### src/rtl/spi_flash_word_reader.sv
// SPI mode-0 READ (0x03) initiator returning 32-bit little-endian words from serial flash.
// CS stays low after a word so that a sequential fetch continues the burst without command/address.
module spi_flash_word_reader #(
    parameter int SCLK_HALF      = 1,
    parameter int CS_HIGH_CYCLES = 2
) (
    input  logic        clk,
    input  logic        rst,
    input  logic        req_valid,
    output logic        req_ready,
    input  logic [23:0] req_addr,
    output logic        resp_valid,
    output logic [31:0] resp_data,
    output logic        cs,
    output logic        sclk,
    output logic        si,
    input  logic        so,
    output logic        wp,
    output logic        hold
);

    localparam int HW = (SCLK_HALF > 1) ? $clog2(SCLK_HALF) : 1;
    localparam int GW = (CS_HIGH_CYCLES > 1) ? $clog2(CS_HIGH_CYCLES) : 1;
    localparam logic [HW-1:0] HALF_LAST = HW'(SCLK_HALF - 1);
    localparam logic [GW-1:0] GAP_LAST  = GW'(CS_HIGH_CYCLES - 1);
    localparam logic [7:0]    CMD_READ  = 8'h03;

    typedef enum logic [2:0] {IDLE, CS_GAP, CMD, ADDR, DATA, HOLD} state_e;

    state_e      state_q, state_d;
    logic [HW-1:0] half_q, half_d;
    logic [GW-1:0] gap_q, gap_d;
    logic [4:0]  bit_q, bit_d;
    logic        sclk_q, sclk_d;
    logic        si_q, si_d;
    logic        cs_q, cs_d;
    logic        resp_valid_q, resp_valid_d;
    logic        burst_q, burst_d;
    logic [31:0] tx_q, tx_d;
    logic [31:0] rx_q, rx_d;
    logic [31:0] resp_data_q, resp_data_d;
    logic [23:0] addr_q, addr_d;

    logic        accept;
    logic        shifting;
    logic        phase_end;
    logic        bit_end;
    logic [31:0] rx_full;

    assign req_ready = ((state_q == IDLE) || (state_q == HOLD)) && !rst;
    assign accept    = req_valid && req_ready;
    assign shifting  = (state_q == CMD) || (state_q == ADDR) || (state_q == DATA);
    assign phase_end = shifting && (half_q == HALF_LAST);
    assign bit_end   = phase_end && sclk_q;
    assign rx_full   = {rx_q[30:0], so};

    always_comb begin
        state_d      = state_q;
        half_d       = half_q;
        gap_d        = gap_q;
        bit_d        = bit_q;
        sclk_d       = sclk_q;
        si_d         = si_q;
        cs_d         = cs_q;
        resp_valid_d = 1'b0;
        burst_d      = burst_q;
        tx_d         = tx_q;
        rx_d         = rx_q;
        resp_data_d  = resp_data_q;
        addr_d       = addr_q;

        if (phase_end) begin
            half_d = '0;
            sclk_d = ~sclk_q;
        end else if (shifting) begin
            half_d = half_q + HW'(1);
        end

        // End of a high phase: advance MOSI to the next bit and capture MISO.
        if (bit_end) begin
            bit_d = bit_q + 5'd1;
            tx_d  = {tx_q[30:0], 1'b0};
            si_d  = tx_q[30];
            if (state_q == DATA) rx_d = rx_full;
        end

        unique case (state_q)
            IDLE: begin
                if (accept) begin
                    state_d = CMD;
                    cs_d    = 1'b0;
                    sclk_d  = 1'b0;
                    half_d  = '0;
                    bit_d   = '0;
                    tx_d    = {CMD_READ, req_addr};
                    si_d    = CMD_READ[7];
                    addr_d  = req_addr;
                    burst_d = 1'b0;
                end
            end
            HOLD: begin
                if (accept) begin
                    if (burst_q && (req_addr == addr_q)) begin
                        state_d = DATA;
                        sclk_d  = 1'b0;
                        half_d  = '0;
                        bit_d   = '0;
                    end else begin
                        state_d = CS_GAP;
                        cs_d    = 1'b1;
                        gap_d   = '0;
                        tx_d    = {CMD_READ, req_addr};
                        si_d    = 1'b0;
                        addr_d  = req_addr;
                        burst_d = 1'b0;
                    end
                end
            end
            CS_GAP: begin
                if (gap_q == GAP_LAST) begin
                    state_d = CMD;
                    cs_d    = 1'b0;
                    sclk_d  = 1'b0;
                    half_d  = '0;
                    bit_d   = '0;
                    si_d    = tx_q[31];
                end else begin
                    gap_d = gap_q + GW'(1);
                end
            end
            CMD: begin
                if (bit_end && (bit_q == 5'd7)) begin
                    state_d = ADDR;
                    bit_d   = '0;
                end
            end
            ADDR: begin
                if (bit_end && (bit_q == 5'd23)) begin
                    state_d = DATA;
                    bit_d   = '0;
                    si_d    = 1'b0;
                end
            end
            DATA: begin
                // First byte on the wire lands in the least significant byte.
                if (bit_end && (bit_q == 5'd31)) begin
                    state_d      = HOLD;
                    resp_valid_d = 1'b1;
                    resp_data_d  = {rx_full[7:0], rx_full[15:8], rx_full[23:16], rx_full[31:24]};
                    addr_d       = addr_q + 24'd4;
                    burst_d      = 1'b1;
                end
            end
            default: state_d = IDLE;
        endcase
    end

    always_ff @(posedge clk) begin
        if (rst) begin
            state_q      <= IDLE;
            half_q       <= '0;
            gap_q        <= '0;
            bit_q        <= '0;
            sclk_q       <= 1'b0;
            si_q         <= 1'b0;
            cs_q         <= 1'b1;
            resp_valid_q <= 1'b0;
            burst_q      <= 1'b0;
            resp_data_q  <= '0;
        end else begin
            state_q      <= state_d;
            half_q       <= half_d;
            gap_q        <= gap_d;
            bit_q        <= bit_d;
            sclk_q       <= sclk_d;
            si_q         <= si_d;
            cs_q         <= cs_d;
            resp_valid_q <= resp_valid_d;
            burst_q      <= burst_d;
            resp_data_q  <= resp_data_d;
        end
        tx_q   <= tx_d;
        rx_q   <= rx_d;
        addr_q <= addr_d;
    end

    // Reset forces the pins idle in the same cycle it is asserted.
    assign cs         = cs_q | rst;
    assign sclk       = sclk_q & ~rst;
    assign si         = si_q & ~rst;
    assign resp_valid = resp_valid_q & ~rst;
    assign resp_data  = rst ? 32'h0 : resp_data_q;
    assign wp         = 1'b1;
    assign hold       = 1'b1;

endmodule

### config.mk
export PLATFORM = sky130hd
export DESIGN_NAME = spi_flash_word_reader
export DESIGN_NICKNAME = d
export VERILOG_FILES = /design/src/rtl/spi_flash_word_reader.sv
export SDC_FILE = /design/constraint.sdc
export NUM_CORES = 1
export LEC_CHECK = 0
export BUFFER_PORTS_ARGS = -buffer_cell sky130_fd_sc_hd__buf_2
export CAP_MARGIN = 15
export CORE_UTILIZATION = 38
export CTS_CLUSTER_SIZE = 8
export DETAILED_ROUTE_END_ITERATION = 8
export PLACE_DENSITY = 0.56
export SYNTH_ARGS = -nofsm -noshare
export SYNTH_HDL_FRONTEND = slang
export SYNTH_SLANG_ARGS = --single-unit
### constraint.sdc
create_clock -name clk -period 3.6 [get_ports clk]
set_input_delay 0.72 -clock clk [delete_from_list [all_inputs] [get_ports clk]]
set_output_delay 0.72 -clock clk [all_outputs]
set_load 0.005 [all_outputs]
==> impl_summary.txt <==
----------------------------------------------------
[Outcome]
  Status ... finished, final reports clean

[Clock tree]
  Maximum count of clock buffers along a single path ... 2
  Cells resized by post-CTS repair ... 0
  Post-CTS setup buffer count ... 0
  Clock sinks ... between 100 and 150
  Hold-fix buffers at CTS ... 0
  Clock edge transition at the registers on the reported setup and hold paths ... ~0.060 ns
  Clock tree from TritonCTS ... built
  Depth of the CTS H-tree ... 4
  Clock latency on the worst-skew pair ... ~0.42 ns
  CTS buffer count ... 17
  Root Driver ... clkbuf_16

[Final layout]
  Commonest non-fill, non-tap cell in the layout ... dfxtp_1
  Proportion of layout cells with a drive suffix above 1 ... between 20% and 30%
  Number of antenna repair diodes ... 0
  Most frequent cells in the layout ... dfxtp_1, buf_2, edfxtp_1
  Post-route cell area ... 7180 um^2
  Area growth, synth to finish ... 18.0%
  Final net count ... between 600 and 700

[Global route]
  Vias in the first global route ... between 3k and 4k
  Total routing resource utilization after global routing ... between 10% and 20%
  Wire length of the first global-routing pass ... 20.7 mm
  Number of antenna violations at the first check in global routing ... 0
  Maximum number of pins on one net before global-route repair ... approximately 50
  Residual overflow from global routing ... 0

[Drt]
  Count of unresolved DRC violations after routing ... 0
  Router iterations before antenna repair ... 4
  Remaining number of nets flagged by the antenna check after routing ... 0
  Total wire length after detailed routing ... ~13 mm
  Via density per instance ... roughly 5.0
  Average wire per cell in the routed design ... between 15 and 20 um
  Via count ... between 4k and 5k
  Initial drt markers ... 250

[STA]
  Sum Neg Setup Slack ... 0 ns
  Final hold violation count ... 0
  Worst-margin pin slew ... roughly 0.60 ns
  Crit path time final ... approximately 3 ns
  Fmax ... between 0.3 and 0.4 GHz
  Max Clock Skew ... between 0.008 and 0.009 ns
  Final Cycle Share ... between 80 and 90%
  Max Slew Vio Count ... 0
  Setup repair after global routing missed its margin ... no
  Final Worst Setup Slack ... between 0.6 and 0.7 ns
  Tightest slew margin relative to the limit ... between 60% and 70%
  Number of failing setup endpoints in the final timing report ... 0

[Power]
  Total Power Consumption ... 4.59 mW
  Worst IR Drop VDD ... between 0.4 and 0.5 mV
  Areal power density over the cells ... around 640 nW/um^2
  Standby leakage power ... ~2.8 nW

[Floorplan]
  Starting utilization of the core area ... 39.4%
  Die area ... roughly 17,000 um^2
  Number of placement rows ... 45
  Width of the chip ... ~130 um
  Number of top-level design ports ... 67
  Area of the core region ... between 15,000 and 20,000 um^2
  Chip Height ... 129 um

[Yosys]
  Fraction of registers with async set/reset ... 0%
  Sequential fraction of the synthesis area ... a little over half
  Adder-cell area share of the yosys netlist ... 1.03%
  Seq cells post-synth ... 134
  Synthesized area per cell ... about 12 um^2
  Post-synth top flop ... dfxtp_1
  Post-synthesis compound-gate area fraction ... roughly a tenth
  Synth warnings ... 0
  Share of Yosys cell area claimed by the top area cell type ... between 20% and 30%
  Share of synthesized area spent on multiplexers ... a little under an eighth
  Combinational family with the most area after synthesis ... simple AND/OR/NAND/NOR gates
  Mapped Area ... between 6000 and 7000 um^2
  Post-synthesis cell type with the largest combined area ... edfxtp_1
  Xor-xnor portion of the synthesized cell area ... 7.04%
  Number of flops mapped to enable cells by yosys ... 55
  Simple-gate portion of the synthesized area ... roughly 14%
  Distinct cells, synth ... between 40 and 50
  Leading cell types by total area after synthesis ... edfxtp_1, dfxtp_1, mux2_2
  Cells after Synth ... 524

[Worst setup path]
  Buffers plus inverters on the worst setup path ... 3
  CP top delay family ... buffers and inverters
  Nature of the critical path endpoint ... flop
  Data arrival at the endpoint of the critical path ... approximately 3.3 ns
  Slowest cell delay on critical path ... between 0.5 and 0.6 ns
  Max FO, Critical Path ... 40
  Data required time at the worst endpoint ... 3.95 ns
  Startpoint class of the critical path ... flop
  Cells along the critical path ... clkinv_1 > nor3_2 > nor2_1 > nor2_1 > ha_2 > buf_4 > nand3_1 > nor2_2 > buf_4 > o22a_1
  Type of the worst setup path ... reg -> reg
  Slowest cell on the critical path ... dfxtp_1

[Min path]
  Path type of the worst min-delay path ... reg -> reg

[Placement]
  Global placer's final weighted congestion ... roughly 0.8
  Placed cell area ... ~6600 um^2
  Count of port buffers added during placement ... 64
  Post-Place Setup Slack ... between 0.5 and 0.6 ns
  Hpwl dp ... 8.56 mm

[Flow run]
  Number of max-capacitance violations reported ... 0

----------------------------------------------------
==> metal layers <==
layer | GRT usage (%) | vias to the layer above | part of all wire [%]
met2 | 24.8 | 58 | 46
li1 | - | 2017 | -
met1 | 22.2 | 1986 | 50
met4 | 7.06 | 0 | 1.5
met3 | 3.66 | 15 | 3.1
met5 | 0 | - | 0
==> final cells by class <==
| class | count | area [um^2] |
|---|---|---|
| multi-input combinational | 353 | 2670 |
| timing repair buffer | 76 | 410 |
| clock inverter | 15 | 164 |
| clock buffer | 17 | 425 |
| sequential | 134 | 3230 |
| inverter | 2 | 7.51 |
| fill | 1467 | 8250 |
| tap | 211 | 264 |
==> stage by stage <==
stage	std cells	util (%)	hold WS, ns
floorplan	525	-	0.423
global placement	776	42.7	0.430
detailed placement	776	42.7	0.436
CTS	808	46.5	0.451
global route	808	46.5	0.460
finish	808	46.5	0.450
==> where the power goes <==
group,internal [mW],switching (mW),total [mW]
logic,0.508,0.360,0.869
registers,1.83,0.170,2.00
clock network,1.03,0.693,1.73
total,3.37,1.22,4.59
==> logic make-up (layout without fill, tap and decap cells) <==
| group | Yosys count | after routing |
|---|---|---|
| buffers and inverters | 38 | 110 |
| multiplexers | 59 | 59 |
| AND/OR/NAND/NOR | 159 | 159 |
| adder cells (fa/ha/maj) | 5 | 5 |
| XOR/XNOR | 48 | 48 |
| other | 1 | 2 |
| AO/OA/AOI/OAI | 80 | 80 |
| flip-flops | 134 | 134 |
==> path summary, 6_finish.rpt <==
path	startpoint	to	slack (ns)	cells past startpoint
worst max register to register	state_q[2]	resp_data_q[7]	0.64	10
worst min register to register	rx_q[26]	rx_q[27]	0.45	0
worst max-delay path	state_q[2]	resp_data_q[7]	0.64	10
worst min-delay path	rx_q[26]	rx_q[27]	0.45	0
==> Yosys cell counts, drive strengths merged (2+ instances only) <==
cell and n:
edfxtp 55, mux2 48, nor2b 43, ha 5
nand3 10, nand2 14, dfxtp 79, nor4 8
and3 8, xor2 32, a211oi 2, clkbuf 22
nor2 38, nor3 7, o21ai 6, nand2b 2
buf 14, and4 5, nand4 14, a211o 3
a2111oi 2, or3 2, a21oi 26, mux2i 11
and2 3, xnor2 16, o22a 33
==> flip-flops by register name, summed over array words and instances (netlist names) <==
name,cells
addr_q,24
bit_q,5
burst_q,1
cs_q,1
gap_q,1
half_q,1
resp_data_q,32
resp_valid_q,1
rx_q,31
sclk_q,1
si_q,1
state_q,3
tx_q,32
==> worst reg2reg max path: stages, from the launching register on <==
cell and delay [ns]:
dfxtp_1 0.56, clkinv_1 0.34, nor3_2 0.22, nor2_1 0.09, nor2_1 0.14, ha_2 0.21, buf_4 0.44, nand3_1 0.20
nor2_2 0.12, buf_4 0.35, o22a_1 0.23
(Power assumes the default switching activity.)
